$ cat src/rtl/seg7_scan_driver.sv
// Time-multiplexed hex 7-segment driver: shadow value register, prescaled digit
// scan with one blank cycle per slot, optional leading-zero blanking and output polarity.
module seg7_scan_driver #(
  parameter int N_DIGITS   = 4,
  parameter int DIV        = 50000,
  parameter int BLANK_LZ   = 1,
  parameter int ACTIVE_LOW = 0
) (
  input  logic                  clk,
  input  logic                  rst,
  input  logic [4*N_DIGITS-1:0] value,
  input  logic [N_DIGITS-1:0]   dp_in,
  input  logic                  load,
  output logic [6:0]            segments,
  output logic                  dp,
  output logic [N_DIGITS-1:0]   digit_sel
);

  localparam int CNT_W = $clog2(DIV);
  localparam int IDX_W = (N_DIGITS > 1) ? $clog2(N_DIGITS) : 1;

  logic [4*N_DIGITS-1:0] shadow_value_reg;
  logic [N_DIGITS-1:0]   shadow_dp_reg;
  logic [CNT_W-1:0]      cnt_reg;
  logic [IDX_W-1:0]      idx_reg;

  function automatic logic [6:0] decode(input logic [3:0] nib);
    case (nib)
      4'h0: decode = 7'h7E;
      4'h1: decode = 7'h30;
      4'h2: decode = 7'h6D;
      4'h3: decode = 7'h79;
      4'h4: decode = 7'h33;
      4'h5: decode = 7'h5B;
      4'h6: decode = 7'h5F;
      4'h7: decode = 7'h70;
      4'h8: decode = 7'h7F;
      4'h9: decode = 7'h7B;
      4'hA: decode = 7'h77;
      4'hB: decode = 7'h1F;
      4'hC: decode = 7'h4E;
      4'hD: decode = 7'h3D;
      4'hE: decode = 7'h4F;
      default: decode = 7'h47;
    endcase
  endfunction

  // Load only touches the shadow registers, so the scan timing is never disturbed.
  always_ff @(posedge clk) begin
    if (rst) begin
      shadow_value_reg <= '0;
      shadow_dp_reg    <= '0;
      cnt_reg          <= '0;
      idx_reg          <= '0;
    end else begin
      if (load) begin
        shadow_value_reg <= value;
        shadow_dp_reg    <= dp_in;
      end
      if (cnt_reg == CNT_W'(DIV - 1)) begin
        cnt_reg <= '0;
        if (idx_reg == IDX_W'(N_DIGITS - 1))
          idx_reg <= '0;
        else
          idx_reg <= idx_reg + 1'b1;
      end else begin
        cnt_reg <= cnt_reg + 1'b1;
      end
    end
  end

  logic [3:0]          nib [N_DIGITS];
  logic [N_DIGITS-1:0] sel_onehot;
  logic [N_DIGITS-1:0] upper_zero;

  genvar gi;
  generate
    for (gi = 0; gi < N_DIGITS; gi++) begin : g_digit
      assign nib[gi]        = shadow_value_reg[4*gi +: 4];
      assign sel_onehot[gi] = (idx_reg == IDX_W'(gi));
    end
  endgenerate

  // upper_zero[i] is set when nibbles i..N_DIGITS-1 are all zero.
  always_comb begin
    logic zero_above;
    zero_above = 1'b1;
    upper_zero = '0;
    for (int i = N_DIGITS - 1; i >= 0; i--) begin
      zero_above    = zero_above & (nib[i] == 4'h0);
      upper_zero[i] = zero_above;
    end
  end

  logic                active;
  logic [6:0]          seg_l;
  logic                dp_l;
  logic [N_DIGITS-1:0] sel_l;

  assign active = (cnt_reg != '0);

  always_comb begin
    seg_l = '0;
    dp_l  = 1'b0;
    sel_l = '0;
    if (active) begin
      sel_l = sel_onehot;
      dp_l  = shadow_dp_reg[idx_reg];
      if (!((BLANK_LZ != 0) && (idx_reg != '0) && upper_zero[idx_reg]))
        seg_l = decode(nib[idx_reg]);
    end
  end

  generate
    if (ACTIVE_LOW != 0) begin : g_active_low
      assign segments  = ~seg_l;
      assign dp        = ~dp_l;
      assign digit_sel = ~sel_l;
    end else begin : g_active_high
      assign segments  = seg_l;
      assign dp        = dp_l;
      assign digit_sel = sel_l;
    end
  endgenerate

endmodule

$ cat config.mk
export PLATFORM = sky130hd
export DESIGN_NAME = seg7_scan_driver
export DESIGN_NICKNAME = d
export VERILOG_FILES = /design/src/rtl/seg7_scan_driver.sv
export SDC_FILE = /design/constraint.sdc
export NUM_CORES = 1
export LEC_CHECK = 0
export ABC_CLOCK_PERIOD_IN_PS = 2500
export CORE_MARGIN = 4
export CORE_UTILIZATION = 53
export DETAILED_ROUTE_END_ITERATION = 10
export PLACE_DENSITY = 0.83
export SKIP_CTS_REPAIR_TIMING = 1
export SLEW_MARGIN = 25
export SYNTH_ARGS = -nofsm -noshare
export SYNTH_HDL_FRONTEND = slang
export SYNTH_SLANG_ARGS = --single-unit
export TNS_END_PERCENT = 50
$ cat constraint.sdc
create_clock -name clk -period 2.5 [get_ports clk]
set_input_delay 0.375 -clock clk [delete_from_list [all_inputs] [get_ports clk]]
set_output_delay 0.375 -clock clk [all_outputs]
set_load 0.005 [all_outputs]
==> flow_metrics.tcl, run 1 <==
set metrics [dict create \
    cap_violations 0 \
    violations "negative setup slack" \
    critPathRequiredTime_ns 2.12 \
    syn_nets 261 \
    overflow 0 \
    synth_ff_type "dfxtp_1" \
    hold_depth 2 \
    fin_crit_sh_pct 108.1 \
    total_power_mw 1.490 \
    place.gp.congestion 0.8563 \
    period_minus_slack_ns 2.702 \
    ys_warn_count 0 \
    swShare_pct 26.00 \
    finalSetupTns_ns -1.031 \
    r2r_slack_ns 0.48 \
    clk_path_buf_depth 2 \
    irDropWorstVdd_v 0.0004168 \
    max-slew-margin-rel_pct 60.34 \
    die_w_um 71.93 \
    hold_viol 0 \
    power_frac_seq_pct 43.6 \
    cts_root_buf "clkbuf_8" \
    comb_power_share_pct 21.3 \
    setup_viol 7 \
    fmax_mhz 370.0 \
    cts_buffers 5 \
    cp.arrival_ns 2.33 \
    critPathSlowestCell "or4_4" \
    setup_slack_ns -0.2024 \
    cts.sinks 38 \
    final_nets 336 \
    pwr-share-clk_pct 35.1 \
    num_antenna_cells 0 \
    dpl.hpwl_um 4021 \
    grt_pass1_wl_um 8673 \
    std_cell_rows 22 \
    wirelength_um 6215 \
    crit_family "buffers and inverters" \
    synth_async_sr_flop_share_pct 0 \
    syn_area_um2 2166 \
    worst_pin_slew_ns 0.5948 \
    synth.distinct_cells 42 \
    ant_nets 0 \
    final_cell_mix "43 x nor2_1, 37 x buf_4, 34 x dfxtp_1, 24 x clkdlybuf4s50_1, 22 x mux2i_1" \
    path_depth 10 \
    grt_start_max_net_pins 23 \
    fp.dieH_um 71.93 \
    wl_per_cell_um 17.76 \
    grt_pass1_vias 1828 \
    regArea_um2 770.7 \
    ys_seq_area_share_pct 35.12 \
    fillers 248 \
    layout-drive-gt1-share_pct 31.46 \
    area_delta_synth_final_pct 39.51 \
    drcViolationCount 0 \
    drv_slew 0 \
    path_buf_inv 6 \
    start_util_pct 57.02 \
    clock_latency_ns 0.29 \
    routed_via_density 5.666 \
    reg2reg_depth 7 \
    holdWs_ns 0.5042 \
    synthCells 226 \
    internal_power_mw 1.103 \
    power_density_nw_per_um2 493.2 \
    syn_avg_cell_area_um2 9.583 \
    ys_seq_elements 38 \
    crit_path_max_incr_delay_ns 0.44 \
    io_pins 35 \
    status "finished, violations left" \
    htree_levels 2 \
    path_clk_slew_ns 0.07 \
    holdCritPathClass "flip-flop to flip-flop" \
    firstDrtPassIters 4 \
    rsz0062_at_grt "true" \
    power.net_switching_mw 0.3874 \
    drt-initial-drc-count 161 \
    routed-via-count 1983 \
    coreArea_um2 3799 \
    cts_tree "done" \
    crit_top_cell "buf_6" \
    synth_edf_count 0 \
    path_cells "buf_6 -> inv_4 -> ha_4 -> or4_4 -> o41ai_4 -> buf_6 -> buf_6 -> buf_4 -> a211oi_2 -> clkbuf_2" \
    crit_path_start_kind "flip-flop" \
    skew_ns 0.005983 \
    multi_input_area_um2 1368 \
    die_area_um2 5173 \
    cp_max_fo 5 \
    critPathKind "flip-flop to primary output" \
    dp.cells 331 \
    endpoint_kind "primary output" \
    p_leak_nw 1.323 \
    grt_util_all_layers_pct 21.64 \
    final_cells 350 \
    antenna_found_initial 0 \
    io_buffers 34 \
    final_common_cell "nor2_1" \
]
==> synth_stat cells, types with 2 or more instances <==
| library cell | count | area [µm²] |
|---|---|---|
| inv_1 | 7 | 26.28 |
| clkbuf_1 | 5 | 18.77 |
| nor4_1 | 3 | 18.77 |
| mux2_2 | 3 | 33.78 |
| buf_6 | 3 | 33.78 |
| and2_1 | 5 | 31.28 |
| nand4_1 | 6 | 37.54 |
| nor2_1 | 44 | 165.2 |
| ha_1 | 12 | 150.1 |
| dfxtp_1 | 38 | 760.7 |
| mux2_4 | 2 | 30.03 |
| a311oi_1 | 2 | 17.52 |
| o21ai_0 | 2 | 10.01 |
| and3_1 | 2 | 12.51 |
| nor3_1 | 7 | 35.03 |
| mux4_2 | 4 | 90.09 |
| mux2i_1 | 22 | 220.2 |
| nor3b_2 | 2 | 25.02 |
| xnor2_1 | 4 | 35.03 |
| nand2_1 | 11 | 41.29 |
| a21oi_1 | 5 | 25.02 |
| nand3_1 | 8 | 40.04 |
| xor2_1 | 10 | 87.58 |
==> layer usage <==
| layer | track usage (%) | wire, µm |
|---|---|---|
| met2 | 35.61 | 2967 |
| met1 | 27.45 | 2605 |
| met4 | 9.186 | 273 |
| met5 | 0 | 0 |
| met3 | 4.571 | 369 |
==> worst min-delay path, cell delays in order, from the launching register on <==
cell,delay (ns)
dfxtp_1,0.33
mux2i_1,0.07
nor2_1,0.07
==> cell families (layout without fill, tap and decap cells) <==
family / after synthesis / in the layout / synth area share (%)
xor+xnor: 14 / 14 / 5.661
simple gates: 96 / 96 / 22.07
buf+inv: 18 / 94 / 4.795
mux: 33 / 33 / 18.95
compound gates: 15 / 15 / 6.471
fa+ha+maj: 12 / 12 / 6.932
flops: 38 / 38 / 35.12
==> metrics by stage <==
stage               utilization [%]  area [µm²]  worst slack (ns)
floorplan                         -        2166            0.1355
global placement              72.37        2749           -0.1393
detailed placement            72.37        2749           -0.1897
CTS                           75.36        2863           -0.5057
global route                  79.55        3022           -0.2526
finish                        79.55        3022           -0.2024
==> power groups by stage <==
stage / clock network [mW] / logic [mW] / registers (mW)
after floorplan: 0 / 0.143 / 0.657
after global placement: 0 / 0.277 / 0.661
after detailed placement: 0 / 0.285 / 0.663
after CTS: 0.527 / 0.287 / 0.649
after global routing: 0.550 / 0.342 / 0.651
final: 0.523 / 0.317 / 0.650
==> cell type report <==
class / instances / area share [%]
clock inverters: 3 / 1.491
well taps: 48 / 1.988
inverters: 9 / 1.698
repair buffers: 77 / 21.78
multi-input cells: 170 / 45.26
flip-flops and latches: 38 / 25.51
clock buffers: 5 / 2.277
==> final timing paths <==
kind | startpoint | end
hold reg to reg | shadow_dp_reg[2]$_SDFFE_PP0P_ | shadow_dp_reg[2]$_SDFFE_PP0P_
setup reg to reg | cnt_reg[0]$_SDFF_PP0_ | cnt_reg[15]$_SDFF_PP0_
setup / recovery | idx_reg[0]$_SDFFE_PP0P_ | segments[2]
hold / removal | shadow_dp_reg[2]$_SDFFE_PP0P_ | shadow_dp_reg[2]$_SDFFE_PP0P_
Note: power is estimated with default switching activity, not from simulation.
==> run 2, diff against run 1 <==
Settings changed: ABC_CLOCK_PERIOD_IN_PS 2500 to 3400, CORE_UTILIZATION 53 to 57, PLACE_DENSITY 0.83 to 0.88.
Clock period 2.5 ns to 3.4 ns, I/O delays scaled along.
==> run 2 against run 1 <==
Net effect: the run now ends clean; total power decreased by 24%; routed wire length fell by 21%; largest power group unchanged; flip-flop and latch count is the same; critical path depth fell by 3; critical path type unchanged.
==> flow_metrics.tcl, run 2 (synthesized netlist as in run 1, its figures left out) <==
set metrics [dict create \
    swShare_pct 22.81 \
    final_area_um2 2701 \
    wirelength_um 4919 \
    critPathKind "flip-flop to primary output" \
    fmax_mhz 301.5 \
    firstDrtPassIters 4 \
    coreArea_um2 3661 \
    grt_util_all_layers_pct 20.51 \
    reg2reg_depth 6 \
    ant_nets 0 \
    htree_levels 2 \
    regArea_um2 765.7 \
    critPathSlowestCell "clkdlybuf4s50_1" \
    r2r-start "cnt_reg[0]$_SDFF_PP0_" \
    antenna_found_initial 0 \
    rsz0062_at_grt "false" \
    dp.cells 302 \
    setup_viol 0 \
    crit_path_start "idx_reg[0]$_SDFFE_PP0P_" \
    crit_path_max_incr_delay_ns 0.59 \
    power.net_switching_mw 0.2595 \
    clk_path_buf_depth 2 \
    multi_input_area_um2 1301 \
    holdWs_ns 0.4996 \
    grt_start_max_net_pins 24 \
    final_cells 313 \
    die_w_um 69.64 \
    fp.dieH_um 69.64 \
    cts.sinks 38 \
    internal_power_mw 0.8782 \
    final_nets 299 \
    post_dp_cell_area_um2 2531 \
    hold_viol 0 \
    comb_power_share_pct 16.2 \
    drcViolationCount 0 \
    power_frac_seq_pct 42.1 \
    skew_ns 0.008077 \
    cp.arrival_ns 2.81 \
    std_cell_rows 22 \
    start_util_pct 59.16 \
    dpl.hpwl_um 3378 \
    worst_pin_slew_ns 0.6156 \
    power_density_nw_per_um2 421.2 \
    p_leak_nw 1.086 \
    max-slew-margin-rel_pct 58.82 \
    io_buffers 34 \
    fin_crit_sh_pct 97.55 \
    cts_tree "done" \
    status "completed" \
    path_cells "mux4_2 -> inv_2 -> ha_1 -> nand2_1 -> a21oi_1 -> a311oi_1 -> clkdlybuf4s50_1" \
    overflow 0 \
    path_clk_slew_ns 0.08 \
    crit_path_start_kind "flip-flop" \
    critPathRequiredTime_ns 2.89 \
    pwr-share-clk_pct 41.7 \
    endpoint_kind "primary output" \
    irDropWorstVdd_v 0.0003246 \
    grt_pass1_wl_um 7866 \
    routed-via-count 1785 \
    cts_root_buf "clkbuf_8" \
    num_antenna_cells 0 \
    fillers 259 \
    final_common_cell "nor2_1" \
    die_area_um2 4850 \
    holdCritPathClass "flip-flop to flip-flop" \
    clock_latency_ns 0.30 \
    grt_pass1_vias 1697 \
    cap_violations 0 \
    area_delta_synth_final_pct 24.73 \
    total_power_mw 1.138 \
    final_cell_mix "44 x nor2_1, 36 x dfxtp_1, 34 x clkdlybuf4s50_1, 22 x mux2i_1, 12 x ha_1" \
    cp_max_fo 13 \
    routed_via_density 5.703 \
    io_pins 35 \
    drt-initial-drc-count 81 \
    reg2reg_to "cnt_reg[11]$_SDFF_PP0_" \
    min_to "shadow_dp_reg[0]$_SDFFE_PP0P_" \
    place.gp.congestion 0.8065 \
    r2r_slack_ns 1.58 \
    drv_slew 0 \
    hold_depth 2 \
    min-delay-start "shadow_dp_reg[0]$_SDFFE_PP0P_" \
    cts_buffers 5 \
    period_minus_slack_ns 3.317 \
    wl_per_cell_um 15.72 \
    layout-drive-gt1-share_pct 13.96 \
]
run 2: area by class of cell:
class                      count  share of cell area [%]
clock inverter                 2                   2.223
multi-input combinational    170                   48.17
inverter                       9                   1.714
timing repair buffer          40                   14.27
tap                           48                   2.223
sequential                    38                   28.35
clock buffer                   6                   3.057
run 2: how the worst max path moves through the flow:
stage	end	slack, ns
after global routing	segments[5]	0.02
after global placement	segments[3]	0.30
after CTS	segments[5]	-0.12
after floorplan	segments[3]	0.90
final	segments[5]	0.08
after detailed placement	segments[3]	0.27
run 2: metal layers:
metal | part of all wire [%] | wire (µm) | vias to the layer above | GRT usage [%]
met5 | 0 | 0 | - | 0
met4 | 3.3 | 163 | 0 | 11.49
met3 | 6.0 | 293 | 15 | 6.377
met2 | 49 | 2401 | 61 | 32.20
met1 | 42 | 2060 | 840 | 24.80
li1 | - | - | 869 | -
run 2: stage by stage:
stage	setup slack (ns)	TNS [ns]	util, %
2_1_floorplan	0.9005	0	-
6_report	0.08347	0	73.79
3_3_place_gp	0.2999	0	69.14
5_1_grt	0.02470	0	73.79
3_5_place_dp	0.2655	0	69.14
4_1_cts	-0.1237	-0.3109	73.03
run 2: power groups by stage:
stage	Combinational (mW)	Clock (mW)	Sequential, mW
6_report	0.185	0.475	0.478
5_1_grt	0.198	0.500	0.481
4_1_cts	0.180	0.482	0.479
3_5_place_dp	0.178	0	0.489
3_3_place_gp	0.175	0	0.487
2_1_floorplan	0.105	0	0.483
run 2: worst max-delay path: cells and delay by family, from the launching register on:
family	cells	cell delay, ns
compound gates	2	0.40
fa+ha+maj	1	0.26
buf+inv	2	0.74
flops	1	0.45
mux	1	0.58
simple gates	1	0.08
==> run 3, diff against run 2 <==
Settings changed: CAP_MARGIN set to 20, CORE_MARGIN 4 to 10.
==> run 3 against run 2 <==
Net effect: cell area shrank 2.4%; setup slack improved by 0.010 ns; register-to-register slack improved by 0.07 ns; critical endpoint unchanged; largest cell class unchanged.
==> flow_metrics.tcl, run 3 (synthesized netlist as in run 1, its figures left out) <==
set metrics [dict create \
    status "completed" \
    cts_buffers 5 \
    power_density_nw_per_um2 366.4 \
    power_frac_seq_pct 49.5 \
    critPathKind "flip-flop to primary output" \
    skew_ns 0.005104 \
    coreArea_um2 3661 \
    grt_pass1_vias 1649 \
    routed-via-count 1722 \
    dpl.hpwl_um 3514 \
    hold_viol 0 \
    path_cells "mux4_2 -> inv_1 -> ha_1 -> nand2_1 -> a21oi_1 -> a311oi_2 -> clkdlybuf4s50_1" \
    final_common_cell "nor2_1" \
    cap_violations 0 \
    start_util_pct 59.16 \
    hold_depth 1 \
    io_buffers 34 \
    r2r_slack_ns 1.65 \
    die_w_um 81.64 \
    reg2reg_depth 6 \
    critPathSlowestCell "mux4_2" \
    endpoint_kind "primary output" \
    gr-usage-met3_pct 4.585 \
    crit_path_max_incr_delay_ns 0.61 \
    met1_usage_pct 18.05 \
    io_pins 35 \
    cp_max_fo 13 \
    final_nets 297 \
    drt-initial-drc-count 109 \
    grt_start_max_net_pins 24 \
    path_clk_slew_ns 0.07 \
    num_antenna_cells 0 \
    clock_latency_ns 0.29 \
    layout-drive-gt1-share_pct 13.31 \
    fin_crit_sh_pct 97.24 \
    crit_path_start_kind "flip-flop" \
    cp.arrival_ns 2.80 \
    drv_slew 0 \
    period_minus_slack_ns 3.306 \
    cts_root_buf "clkbuf_8" \
    final_cells 311 \
    place.gp.congestion 0.8173 \
    max-slew-margin-rel_pct 60.74 \
    crit_path_start "idx_reg[0]$_SDFFE_PP0P_" \
    final_area_um2 2636 \
    worst_pin_slew_ns 0.5889 \
    comb_power_share_pct 19.3 \
    setup_viol 0 \
    firstDrtPassIters 4 \
    internal_power_mw 0.7105 \
    cts.sinks 38 \
    clk_path_buf_depth 2 \
    grt_pass1_wl_um 7652 \
    power.net_switching_mw 0.2555 \
    critPathRequiredTime_ns 2.89 \
    grt_util_all_layers_pct 14.37 \
    dp.cells 303 \
    routed_via_density 5.537 \
    r2r-start "cnt_reg[0]$_SDFF_PP0_" \
    wirelength_um 4751 \
    busiest_layer "met2" \
    reg2reg_to "cnt_reg[3]$_SDFF_PP0_" \
    area_delta_synth_final_pct 21.72 \
    ant_nets 0 \
    holdCritPathClass "flip-flop to flip-flop" \
    cts_tree "done" \
    pwr-share-clk_pct 31.3 \
    drcViolationCount 0 \
    finalSetupTns_ns 0 \
    htree_levels 2 \
    grt_use_met2_pct 22.75 \
    fmax_mhz 302.5 \
    std_cell_rows 22 \
    swShare_pct 26.45 \
    antenna_found_initial 0 \
    p_leak_nw 1.050 \
    fp.dieH_um 81.64 \
    irDropWorstVdd_v 0.0002854 \
    crit_end "segments[5]" \
    overflow 0 \
    wl_per_cell_um 15.28 \
    post_dp_cell_area_um2 2539 \
    die_area_um2 6665 \
    final_cell_mix "44 x nor2_1, 36 x dfxtp_1, 34 x clkdlybuf4s50_1, 22 x mux2i_1, 12 x ha_1" \
]
==> run 3: cell types whose count changed in the layout (fill, tap and decap cells not counted) <==
| cell | delta |
|---|---|
| a311oi_2 | +1 |
| clkinv_4 | +1 |
| a311oi_1 | -1 |
| buf_4 | -2 |
| clkbuf_1 | +1 |
| bufinv_16 | -2 |
| clkbuf_8 | -1 |
| clkinv_2 | +1 |
==> run 3: how the worst min path moves through the flow <==
stage / endpoint / slack [ns] / from
5_1_grt: shadow_dp_reg[2]$_SDFFE_PP0P_ / 0.53 / shadow_dp_reg[2]$_SDFFE_PP0P_
3_3_place_gp: cnt_reg[0]$_SDFF_PP0_ / 0.45 / cnt_reg[0]$_SDFF_PP0_
2_1_floorplan: cnt_reg[0]$_SDFF_PP0_ / 0.44 / cnt_reg[0]$_SDFF_PP0_
6_report: cnt_reg[0]$_SDFF_PP0_ / 0.49 / cnt_reg[0]$_SDFF_PP0_
4_1_cts: cnt_reg[0]$_SDFF_PP0_ / 0.49 / cnt_reg[0]$_SDFF_PP0_
3_5_place_dp: cnt_reg[0]$_SDFF_PP0_ / 0.48 / cnt_reg[0]$_SDFF_PP0_
==> run 3: metal layers <==
metal | vias up | routed length, µm
li1 | 860 | -
met1 | 805 | 2097
met2 | 51 | 2244
met3 | 6 | 341
met4 | 0 | 67
met5 | - | 0
==> run 3: area by class of cell <==
class                      count  area [µm²]
multi-input combinational    170        1308
tap                           48       60.06
timing repair buffer          38       370.4
clock inverter                 2       13.76
inverter                       9       46.29
sequential                    38       765.7
clock buffer                   6       72.57
fill                         274        1025
==> run 3: power by group through the flow <==
stage                     clock (mW)  sequential (mW)  combinational, mW
after floorplan                    0            0.483              0.105
after global placement             0            0.487              0.179
after detailed placement           0            0.488              0.184
after CTS                      0.308            0.478              0.185
after global routing           0.327            0.479              0.202
final                          0.302            0.478              0.186
==> run 3: stage by stage <==
step / hold slack (ns) / util [%] / power [mW] / setup WS, ns
4_1_cts: 0.4945 / 71.70 / 0.9708 / -0.1547
3_5_place_dp: 0.4776 / 69.34 / 0.6723 / 0.1828
5_1_grt: 0.5291 / 72.01 / 1.008 / -0.02636
6_report: 0.4865 / 72.01 / 0.9660 / 0.09384
3_3_place_gp: 0.4503 / 69.34 / 0.6660 / 0.3084
2_1_floorplan: 0.4377 / - / 0.5878 / 0.9005
==> run 3: worst max-delay path: cells and delay by family (launching register included) <==
kind	cells	cell delay [ns]
buffers and inverters	2	0.71
multiplexers	1	0.61
flip-flops	1	0.44
AO/OA/AOI/OAI	2	0.38
adder cells (fa/ha/maj)	1	0.28
AND/OR/NAND/NOR	1	0.09
